--- config.mk ---
export PLATFORM = sky130hd
export DESIGN_NAME = triangle_feeder
export DESIGN_NICKNAME = d
export VERILOG_FILES = /design/src/rtl/triangle_feeder.sv
export SDC_FILE = /design/constraint.sdc
export NUM_CORES = 1
export LEC_CHECK = 0
export CAP_MARGIN = 20
export CORE_ASPECT_RATIO = 0.8
export CORE_MARGIN = 10
export CORE_UTILIZATION = 51
export DETAILED_ROUTE_END_ITERATION = 7
export MAX_ROUTING_LAYER = met4
export PLACE_DENSITY = 0.76
export SYNTH_ARGS = -nofsm -noshare
export SYNTH_HDL_FRONTEND = slang
export SYNTH_SLANG_ARGS = --single-unit
--- constraint.sdc ---
create_clock -name clk -period 3.7 [get_ports clk]
set_input_delay 0.37 -clock clk [delete_from_list [all_inputs] [get_ports clk]]
set_output_delay 0.37 -clock clk [all_outputs]
set_load 0.02 [all_outputs]
--- src/rtl/triangle_feeder.sv ---
`default_nettype none
// =============================================================================
// triangle_feeder: vertex FIFO replaying A,B,C triplets on the 8-slot schedule
// Revision: 1.0
// =============================================================================
module triangle_feeder #(
  parameter int DEPTH = 8,
  parameter int X_MAX = 639,
  parameter int Y_MAX = 479
) (
  input  logic        clk,
  input  logic        rst_n,
  input  logic        in_valid,
  output logic        in_ready,
  input  logic [9:0]  in_x,
  input  logic [8:0]  in_y,
  input  logic        flush,
  output logic [9:0]  out_x,
  output logic [8:0]  out_y,
  output logic        out_enable,
  output logic [2:0]  out_slot,
  output logic        tri_start,
  output logic        res_valid,
  output logic        clip_err,
  output logic [15:0] tri_cnt
);

  localparam int                c_aw      = $clog2(DEPTH);
  localparam logic [c_aw-1:0]   c_ptr_one = c_aw'(1);
  localparam logic [c_aw:0]     c_cnt_one = (c_aw + 1)'(1);
  localparam logic [c_aw:0]     c_min_occ = (c_aw + 1)'(3);
  localparam logic [c_aw:0]     c_full    = (c_aw + 1)'(DEPTH);
  localparam logic [9:0]        c_x_max   = 10'(X_MAX);
  localparam logic [8:0]        c_y_max   = 9'(Y_MAX);

  typedef enum logic [1:0] {
    ST_IDLE  = 2'd0,
    ST_ISSUE = 2'd1
  } frame_state_t;

  logic [2:0]      r_slot;
  logic [c_aw-1:0] r_wptr;
  logic [c_aw-1:0] r_rptr;
  logic [c_aw:0]   r_count;
  logic [9:0]      r_mem_x [DEPTH];
  logic [8:0]      r_mem_y [DEPTH];
  frame_state_t    r_state;
  logic            r_done;
  logic            r_clip;
  logic [15:0]     r_tri_cnt;

  logic       w_slot0;
  logic       w_issue;
  logic       w_active;
  logic       w_head_phase;
  logic       w_push;
  logic       w_pop;
  logic       w_clip;
  logic [9:0] w_x;
  logic [8:0] w_y;

  assign w_slot0  = (r_slot == 3'd0);
  // The issue decision only sees occupancy registered before slot 0.
  assign w_issue  = w_slot0 && (r_count >= c_min_occ);
  assign w_active = w_slot0 ? w_issue : (r_state == ST_ISSUE);
  assign w_head_phase = w_active && (r_slot <= 3'd2);

  assign in_ready = (r_count != c_full);
  assign w_push   = in_valid && in_ready && !flush;
  assign w_pop    = w_issue ||
                    ((r_state == ST_ISSUE) && ((r_slot == 3'd1) || (r_slot == 3'd2)));

  assign w_clip = (in_x > c_x_max) || (in_y > c_y_max);
  assign w_x    = (in_x > c_x_max) ? c_x_max : in_x;
  assign w_y    = (in_y > c_y_max) ? c_y_max : in_y;

  always_ff @(posedge clk) begin
    if (w_push) begin
      r_mem_x[r_wptr] <= w_x;
      r_mem_y[r_wptr] <= w_y;
    end
  end

  always_ff @(posedge clk) begin
    if (!rst_n) begin
      r_slot    <= 3'd0;
      r_wptr    <= '0;
      r_rptr    <= '0;
      r_count   <= '0;
      r_state   <= ST_IDLE;
      r_done    <= 1'b0;
      r_clip    <= 1'b0;
      r_tri_cnt <= 16'd0;
    end else begin
      r_slot <= r_slot + 3'd1;
      if (w_push && w_clip) r_clip <= 1'b1;
      if (w_issue) r_tri_cnt <= r_tri_cnt + 16'd1;

      if (flush) begin
        r_wptr  <= '0;
        r_rptr  <= '0;
        r_count <= '0;
      end else begin
        if (w_push) r_wptr <= r_wptr + c_ptr_one;
        if (w_pop)  r_rptr <= r_rptr + c_ptr_one;
        case ({w_push, w_pop})
          2'b10:   r_count <= r_count + c_cnt_one;
          2'b01:   r_count <= r_count - c_cnt_one;
          default: r_count <= r_count;
        endcase
      end

      // A flush kills the in-flight frame and the result it would have produced.
      if (w_slot0)
        r_state <= (w_issue && !flush) ? ST_ISSUE : ST_IDLE;
      else if (flush)
        r_state <= ST_IDLE;

      if (r_slot == 3'd7)
        r_done <= (r_state == ST_ISSUE) && !flush;
    end
  end

  assign out_x      = w_head_phase ? r_mem_x[r_rptr] : 10'd0;
  assign out_y      = w_head_phase ? r_mem_y[r_rptr] : 9'd0;
  assign out_enable = w_active;
  assign out_slot   = r_slot;
  assign tri_start  = w_issue;
  assign res_valid  = w_slot0 && r_done;
  assign clip_err   = r_clip;
  assign tri_cnt    = r_tri_cnt;

endmodule
`default_nettype wire

Yosys cells after proc, flatten, opt, wreduce, memory -nomap -nowiden
Memory sizes are Yosys's and may differ from the RTL's. A register that Yosys moved wholly into a read port is not among the register bits.
Index checks and enable logic that the tools add are counted.

word-level totals
  latch bits = 0
  memories kept = 2
  bits of input ports = 23
  register bits after elaboration = 33
  bits in read-only memories = 0
  output and inout bits = 43
  RAM bits = 152
  logic and storage cells = 60

operators by class
  $lt $le $gt $ge = 4
  shift-type cells = 0
  mux-type cells = 15
  equal/unequal tests = 7
  divide/modulo/power cells = 0
  $add $sub $neg = 6
  bitwise logic cells = 1
  multipliers = 0
  reductions and logical operators = 17

memories
  name     depth  bits a word  read ports  clocked after Yosys merged registers in  write ports  RTL line  RTL
  r_mem_x  8      10           1           1                                        1            45        logic [9:0] r_mem_x [DEPTH];
  r_mem_y  8      9            1           1                                        1            46        logic [8:0] r_mem_y [DEPTH];

operators by type and width
  kind                                                                               count
  10-bit 2-to-1 mux                                                                  2
  9-bit 2-to-1 mux                                                                   2
  16-bit by 1-bit adder with 16-bit output (second input constant)                   1
  3-bit 2-to-1 mux                                                                   4
  10-bit > comparator (second input constant)                                        1
  3-bit by 1-bit adder with 3-bit output (second input constant)                     3
  9-bit > comparator (second input constant)                                         1
  1-bit logical AND                                                                  9
  4-bit case mux with 2 select lines                                                 1
  4-bit by 1-bit adder with 4-bit output (second input constant)                     1
  2-bit by 1-bit == test with 1-bit output (second input constant)                   2
  4-bit by 2-bit >= comparator with 1-bit output (second input constant)             1
  1-bit 2-to-1 mux                                                                   4
  2-bit 2-to-1 mux                                                                   2
  4-bit != test (second input constant)                                              1
  2-bit nonzero test                                                                 2
  4-bit by 1-bit subtractor with 4-bit output (second input constant)                1
  3-bit by 1-bit == test with 1-bit output (second input constant)                   1
  3-bit by 2-bit == test with 1-bit output (second input constant)                   1
  3-bit == test (second input constant)                                              1
  3-bit by 2-bit less-or-equal comparator with 1-bit output (second input constant)  1
  3-bit logical NOT                                                                  1
  1-bit logical OR                                                                   3
  2-bit == test (second input constant)                                              1
  3 further kinds                                                                    3

Depth between registers and ports, before layout
Gate-level depths: netlist of the first run.

  depth in word-level cells = 6
  gate-level depth with buffers = 11
  mapped depth without buffers = 11

Least setup slack after synthesis of the first run
OpenSTA, ideal clock, no wires.

  path kind = register to register
  from = register r_count[0]
  to = memory r_mem_x[0][0], enable pin
  setup time = 0.419 ns
  slack = 0.784 ns
  arrival = 2.497 ns
  stages on the path, launching flop included = 6
  path buffers = 1
  period minus slack after synthesis = 2.916 ns
  required time = 3.281 ns
  path through = dfxtp_1 or4b_1 buf_2 nand3b_4 or2_4 nor3_1

on the way
  cells in the longest elaborated chain, start to end = 5

RTL lines
  what                                    RTL line  RTL
  start: declaration                      44        logic [c_aw:0] r_count;
  start signal: assignment                107       2'b10: r_count <= r_count + c_cnt_one;
  start signal: assignment                108       2'b01: r_count <= r_count - c_cnt_one;
  start signal: assignment                109       default: r_count <= r_count;
  4-bit != test                           68        assign in_ready = (r_count != c_full);
  via in_ready                            14        output logic in_ready,
  1-bit logical AND (2 in series)         69        assign w_push = in_valid && in_ready && !flush;
  1-bit 2-to-1 mux                        78        if (w_push) begin
  1-bit 2-to-1 mux (implied by the code)  79        r_mem_x[r_wptr] <= w_x;
  end: declaration                        45

The timed path passes the listed nets, and every way through them passes these cells.

==> impl_metrics.toml, run 1 <==
[placed_design]
gp_congestion = 0.748
placement.io_buffers = 65
placed_area_mm2 = 0.00854
dp_hpwl_um = 9480
dpl_worst_slack_ps = 974

[global_route]
grt_max_degree = 39
grt_overflow = 0
antenna_found_initial = 0
grt_pass1_wl_um = 24300
grt_usage = 0.162
grt_pass1_vias = 4370

[cts]
tritoncts = "yes"
insertion_delay_ps = 420
cts_buffers = 17
post_cts_buffers = 0
root_buffer = "clkbuf_16"
hold_buffers = 0
clock-sinks = 187
cts_buffer_depth = 2
h-tree-depth = 4
cts_resized = 0
clk_pin_slew_ps = 60

[critical_path]
cp_max_fo = 28
rrSetupSlack_ps = 1070
r2r-end = "r_count[2]"
crit_type = "register to output pin"
cp.arrival_ps = 2730
critPathLaunchType = "register"
r2r_cells = 11
timing.rr.start = "out_slot[0]"
required_ps = 3330
end_kind = "output pin"

[logic_synthesis]
netlist.area_leader.share = 0.596
synth_nets = 490
synth-simple-area-share = 0.0891
synth_mux_area_frac = 0.139
ys_warn_count = 0
avgSynthCellArea_um2 = 16.8
synth_compound_area_frac = 0.0364
ys_seq_elements = 187
synth_xor_area_frac = 0.0103
synth_edf_count = 152
synthTopCellsByArea = "edfxtp_1 (60%), mux4_2 (11%), dfxtp_1 (9.2%)"
synth_top_family_by_area = "multiplexers"
syn_inst = 456
yosysTopAreaCell = "edfxtp_1"
syn_area_mm2 = 0.00765
synth.distinct_cells = 51
seq_area_frac_synth = 0.688
synthAdderAreaFrac = 0.0180
async_reset_ff_frac = 0
ys.flop_type = "edfxtp_1"

[layout]
final_area_mm2 = 0.00913
area_growth_syn_to_layout_pct = 19.3
fillCellCount = 1011
regArea_mm2 = 0.00527
multi_input_comb_area_mm2 = 0.00225
layout_commonest_cell = "edfxtp_1"
drive_gt1_frac = 0.170
final_cell_mix = "edfxtp_1 (152), clkdlybuf4s50_1 (65), nor2_1 (41)"
nets = 567
n_antenna_cell = 0

[detailed_routing]
antenna_left = 0
wl_per_cell_um = 21.1
viasPerCell = 5.75
dr.pass1.iters = 4
route.vias.total = 4196
drt_iter0_drc = 308
route.detailed.drc = 0
drt_wl_total_um = 15400

[floorplan]
rows = 39
fp.dieH_um = 130
initial_core_util = 0.528
num_io_pins = 66
die_w_um = 157
core_area_mm2 = 0.0145
design.die.area_mm2 = 0.0203

[sta]
setup_viol = 0
drv_slew = 0
post-route-period-util = 0.838
min_period_ps = 3100
fin_tns_setup_ps = 0
worst_slew_pin_slew_ps = 869
finClkSkew_ps = 10.1
setup_slack_ps = 600
max-slew-margin-rel = 0.420
rsz0062_at_grt = "false"
hold_viol = 0
fmax_ghz = 0.323

[hold_path]
min_path_type = "register to register"
whs_path_depth = 2
hp-start = "r_done"
hold_path_end = "r_done"

[pwr]
peakVddDrop_v = 0.000299
finalPower_mw = 4.23
p_per_area_mw_per_mm2 = 463
p_leak_nw = 2.90

[job]
timing.max_cap.violations = 0

[run_status]
status = "finished, final reports clean"
-- cell type report --
| type | instances | share of cell area |
|---|---|---|
| Clock buffer | 21 | 0.0482 |
| Clock inverter | 11 | 0.0160 |
| Inverter | 9 | 0.00370 |
| Multi-Input combinational cell | 240 | 0.247 |
| Sequential cell | 187 | 0.577 |
| Tap cell | 184 | 0.0252 |
| Timing Repair Buffer | 78 | 0.0833 |
-- flip-flops by register name, summed over array words and instances, names as in the netlist, named ones only --
signal,cells
clip_err,1
out_slot,3
r_count,4
r_done,1
r_mem_x,80
r_mem_y,72
r_rptr,3
r_state,1
r_wptr,3
tri_cnt,16
-- how the worst max path moves through the flow --
stage	startpoint	endpoint	slack (ps)
2_1_floorplan	r_count[0]	r_mem_x[0][0]	780
3_3_place_gp	register	out_x[6]	1010
3_5_place_dp	out_slot[1]	out_x[8]	970
4_1_cts	out_slot[1]	out_x[8]	520
5_1_grt	out_slot[1]	out_x[2]	380
6_report	register	out_y[7]	600
-- per-layer routing --
layer	vias up	GRT usage	wire [um]
li1	1923	-	-
met1	2136	0.198	6740
met2	119	0.259	7630
met3	18	0.0496	897
met4	0	0.0449	170
met5	-	-	0
-- cell usage after synthesis, types with 3 or more instances --
cell type  number
nand2_1        12
dfxtp_1        35
a21oi_1        17
and2_1          6
nand2b_1       19
nand4b_1        3
nand4_1         4
mux2i_1        21
ha_1           11
mux4_2         38
xor2_1          7
inv_1           9
edfxtp_1      152
clkbuf_1        8
nand3_1         5
o21ai_0        10
nor2_1         41
or4_1           3
buf_2           6
buf_6           3
or3_1           9
-- stage by stage --
stage          hold slack (ps)  utilization  std cells
2_1_floorplan              441            -        456
3_5_place_dp               455        0.590        698
4_1_cts                    475        0.630        730
6_report                   469        0.630        730
5_1_grt                    496        0.630        730
3_3_place_gp               453        0.590        698
-- critical path, cell delays in order (launching register included) --
cell and delay [ps]:
dfxtp_2 590, buf_12 310, mux4_2 560, mux2i_1 220, nor2_1 60, clkdlybuf4s50_1 560
-- cells by family after synthesis --
logic type / Yosys count
flops: 187
mux: 59
compound gates: 41
xor+xnor: 9
buf+inv: 29
fa+ha+maj: 11
simple gates: 120
-- power breakdown --
part	internal, mW	switching (mW)
combinational	0.0557	0.0786
clock	1.06	0.726
sequential	2.29	0.00896
total	3.41	0.814
(Power assumes the default switching activity.)
==> run 2: changes to the inputs <==
==> constraint.sdc (replaced) <==
create_clock -name clk -period 3 [get_ports clk]
set_input_delay 0.3 -clock clk [delete_from_list [all_inputs] [get_ports clk]]
set_output_delay 0.3 -clock clk [all_outputs]
set_load 0.02 [all_outputs]
==> impl_metrics.toml, run 2 (same netlist as run 1, synthesis figures left out) <==
[floorplan]
core_area_mm2 = 0.0145
die_w_um = 157
initial_core_util = 0.528
rows = 39
num_io_pins = 66
design.die.area_mm2 = 0.0203
fp.dieH_um = 130

[global_route]
grt_max_degree = 39
grt_usage = 0.159
antenna_found_initial = 0
grt_pass1_vias = 4177
grt_overflow = 0
grt_pass1_wl_um = 23500

[layout]
final_area_mm2 = 0.00920
drive_gt1_frac = 0.176
area_growth_syn_to_layout_pct = 20.1
nets = 568
regMostFlops = "r_mem_x"
largest_reg_flops = 80
n_antenna_cell = 0
final_cell_mix = "edfxtp_1 (152), clkdlybuf4s50_1 (48), nor2_1 (41)"
stdcell_count = 731
layout_commonest_cell = "edfxtp_1"

[cts]
clk_pin_slew_ps = 60
cts_buffers = 17
insertion_delay_ps = 430
hold_buffers = 0
clock-sinks = 187
tritoncts = "yes"
cts_buffer_depth = 2
h-tree-depth = 4
root_buffer = "clkbuf_16"

[detailed_routing]
drt_iter0_drc = 335
drt_wl_total_um = 15400
wl_per_cell_um = 21.0
wl_met3_um = 894
highest_layer = "met4"
routed-wl-met2_um = 7720
dr.pass1.iters = 4
route.detailed.drc = 0
viasPerCell = 5.69
antenna_left = 0
wl_met1_um = 6610
route.vias.total = 4157

[sta]
max-slew-margin-rel = 0.594
hold_viol = 0
drv_slew = 0
fin_hold_ws_ps = 484
worst_slew_pin_slew_ps = 608
rsz0062_at_grt = "false"
finClkSkew_ps = 7.66
post-route-period-util = 0.959
setup_viol = 0
fin_tns_setup_ps = 0
fmax_ghz = 0.348
min_period_ps = 2880

[run_status]
status = "finished, final reports clean"

[placed_design]
placed_area_mm2 = 0.00856
gp_congestion = 0.789
dp_hpwl_um = 9110
placement.io_buffers = 65
dp.cells = 698

[critical_path]
cp.arrival_ps = 2580
end_kind = "output pin"
critPathLaunchType = "register"
required_ps = 2700
cp_max_fo = 19
crit_type = "register to output pin"

[pwr]
power.share.clock = 0.420
power_switching_mw = 1.06
p_per_area_mw_per_mm2 = 564
p_leak_nw = 3.21
finalPower_mw = 5.18
intPower_mw = 4.13
netSwitchingFraction = 0.204
peakVddDrop_v = 0.000416
p_comb_frac = 0.033
power_frac_seq = 0.548

[job]
timing.max_cap.violations = 0

[hold_path]
min_path_type = "register to register"
[run 2: power groups by stage]
| stage | clock (mW) | combinational [mW] | sequential (mW) |
|---|---|---|---|
| 2_1_floorplan | 0 | 0.0858 | 2.90 |
| 3_3_place_gp | 0 | 0.160 | 2.89 |
| 3_5_place_dp | 0 | 0.167 | 2.89 |
| 4_1_cts | 2.21 | 0.169 | 2.84 |
| 5_1_grt | 2.32 | 0.184 | 2.84 |
| 6_report | 2.18 | 0.169 | 2.84 |
[run 2: critical path: stages, from the launching register on]
cell	delay (ps)
dfxtp_1	340
inv_1	160
ha_1	240
nand2b_1	160
nor2_4	210
o221ai_4	130
buf_12	180
nor2_1	100
clkdlybuf4s50_1	610
[run 2: final timing paths]
kind / from / to / slack (ps) / cells past startpoint
worst max register to register: out_slot[0] / r_count[2] / 260 / 11
worst max-delay path: out_slot[1] / out_y[7] / 120 / 8
worst min register to register: clip_err / clip_err / 480 / 1
worst min-delay path: clip_err / clip_err / 480 / 1
[run 2: cell type report]
cell class | count | area, um^2
repair buffers | 79 | 836
fillers | 995 | 5300
inverters | 9 | 33.8
well taps | 184 | 230
multi-input cells | 240 | 2250
flip-flops and latches | 187 | 5270
clock inverters | 13 | 144
clock buffers | 19 | 433
[run 2: routing by layer]
layer,global-route usage,up-vias
met5,-,-
met4,0.0438,0
met3,0.0486,12
met2,0.253,128
met1,0.194,2086
li1,-,1931
[run 2: through the flow]
stage | utilization | setup WS [ps]
4_1_cts | 0.632 | 63.3
3_3_place_gp | 0.590 | 470
2_1_floorplan | - | 84.3
3_5_place_dp | 0.590 | 300
5_1_grt | 0.635 | 6.40
6_report | 0.635 | 123
[run 2: what timing repair did]
action | CTS | global route
setup endpoints to repair | 19 | 19
pin swaps | 1 | 1
setup buffers | 1 | 0
gates resized for setup | 0 | 17
==> run 3: changes to the inputs <==
--- a/config.mk
+++ b/config.mk
@@ -8,10 +8,10 @@
 export CAP_MARGIN = 20
 export CORE_ASPECT_RATIO = 0.8
 export CORE_MARGIN = 10
-export CORE_UTILIZATION = 51
+export CORE_UTILIZATION = 57
 export DETAILED_ROUTE_END_ITERATION = 7
 export MAX_ROUTING_LAYER = met4
-export PLACE_DENSITY = 0.76
+export PLACE_DENSITY = 0.83
 export SYNTH_ARGS = -nofsm -noshare
 export SYNTH_HDL_FRONTEND = slang
 export SYNTH_SLANG_ARGS = --single-unit
==> constraint.sdc (replaced) <==
create_clock -name clk -period 2.97 [get_ports clk]
set_input_delay 0.297 -clock clk [delete_from_list [all_inputs] [get_ports clk]]
set_output_delay 0.297 -clock clk [all_outputs]
set_load 0.02 [all_outputs]
==> impl_metrics.toml, run 3 (same netlist as run 1, synthesis figures left out) <==
[run_status]
status = "finished, final reports clean"

[sta]
fmax_ghz = 0.351
min_period_ps = 2850
finClkSkew_ps = 9.94
setup_slack_ps = 122
setup_viol = 0
hold_viol = 0
post-route-period-util = 0.959
max-slew-margin-rel = 0.604
worst_slew_pin_slew_ps = 579
drv_slew = 0
fin_hold_ws_ps = 476

[hold_path]
hp-start = "r_done"
hold_path_end = "r_done"
min_path_type = "register to register"
whs_path_depth = 2

[placed_design]
placement.io_buffers = 65
dp.cells = 689
gp_congestion = 0.851
dp_hpwl_um = 9500
dpl_worst_slack_ps = 303

[layout]
final_cell_mix = "edfxtp_1 (152), clkdlybuf4s50_1 (56), nor2_1 (41)"
regArea_mm2 = 0.00527
stdcell_count = 724
drive_gt1_frac = 0.180
regMostFlops = "r_mem_x"
fillCellCount = 788
area_growth_syn_to_layout_pct = 19.6
n_antenna_cell = 0
nets = 570
multi_input_comb_area_mm2 = 0.00225
fin_util = 0.704
layout_commonest_cell = "edfxtp_1"
largest_reg_flops = 80

[critical_path]
critPathLaunchType = "register"
critPathTopFamily = "buffers and inverters"
cp_max_fo = 19
timing.rr.start = "out_slot[0]"
cp_cell_sequence = "inv_1 -> ha_1 -> nand2b_1 -> nor2_4 -> o221ai_4 -> buf_12 -> nor2_1 -> clkdlybuf4s50_1"
required_ps = 2670
crit_type = "register to output pin"
end_kind = "output pin"
r2r_cells = 11
cp.depth = 8
r2r-end = "r_count[2]"
cp.arrival_ps = 2550
cp_slowest_stage_delay_ps = 610
rrSetupSlack_ps = 260
cp_slowest_cell = "clkdlybuf4s50_1"
critical_path_buf_inv_count = 3

[detailed_routing]
wl_per_cell_um = 22.0
viasPerCell = 5.93
route.vias.total = 4292
drt_iter0_drc = 352
route.detailed.drc = 0
antenna_left = 0
dr.pass1.iters = 5
drt_wl_total_um = 15900

[global_route]
antenna_found_initial = 0
grt_pass1_vias = 4454
grt_max_degree = 39
grt_overflow = 0
grt_pass1_wl_um = 24800
grt_usage = 0.184

[cts]
insertion_delay_ps = 430
cts_buffers = 17
cts_buffer_depth = 2
root_buffer = "clkbuf_16"
tritoncts = "yes"
clk_pin_slew_ps = 70
h-tree-depth = 4
clock-sinks = 187

[floorplan]
design.die.area_mm2 = 0.0185
initial_core_util = 0.588
rows = 37
fp.dieH_um = 124
core_area_mm2 = 0.0130
num_io_pins = 66
die_w_um = 150

[pwr]
p_per_area_mw_per_mm2 = 564
peakVddDrop_v = 0.000408
finalPower_mw = 5.16
p_leak_nw = 3.09

[job]
timing.max_cap.violations = 0
-- run 3: cell count changes in the layout (fill, tap and decap cells not counted), sizes merged --
cell           previous run  this run
clkdlybuf4s50            48        56
clkinv                    2         6
dlymetal6s2s             17         9
inv                      11        18
clkinvlp                  7         0
buf                      14        16
clkbuf                   19        17
bufinv                    2         0
-- run 3: worst max-delay path by stage --
stage | end | start | slack [ps]
finish | out_x[4] | out_slot[1] | 120
global route | out_y[8] | out_slot[1] | -10
CTS | out_y[0] | out_slot[1] | 40
detailed placement | r_count[2] | out_slot[0] | 300
global placement | r_count[2] | out_slot[0] | 420
floorplan | r_mem_x[0][0] | r_count[0] | 50
-- run 3: metal layers --
layer,part of all wire,track usage,vias up,routed length [um]
met2,0.51,0.294,142,8030
met1,0.42,0.228,2198,6650
met4,0.014,0.0569,0,217
met5,0,-,-,0
li1,-,-,1930,-
met3,0.063,0.0497,22,997
-- run 3: repair_timing --
action | in CTS | in global routing
resized for setup | 1 | 9
setup buffers | 1 | 2
pin swaps | 1 | 1
setup endpoints to repair | 19 | 19
hold buffers | 0 | 0
-- run 3: final cells by class --
type	instances	area share
clock buffer	17	0.0465
clock inverter	15	0.0138
inverter	9	0.00369
multi-input combinational	240	0.246
sequential	187	0.575
tap	175	0.0239
timing repair buffer	81	0.0907
-- run 3: where the power goes --
group,internal [mW],switching [mW],total (mW)
clock,1.10,1.02,2.13
combinational,0.0694,0.0993,0.169
sequential,2.85,0.0113,2.87
-- run 3: tightest hold or removal path, cell delays in order (launching register included) --
cell	delay, ps
dfxtp_1	320
nand2b_1	60
a21oi_1	50
-- run 3: metrics by stage --
stage          TNS, ps  instance area, um^2
2_1_floorplan        0                 7650
3_3_place_gp         0                 8550
3_5_place_dp         0                 8550
4_1_cts              0                 9120
5_1_grt          -60.9                 9160
6_report             0                 9160
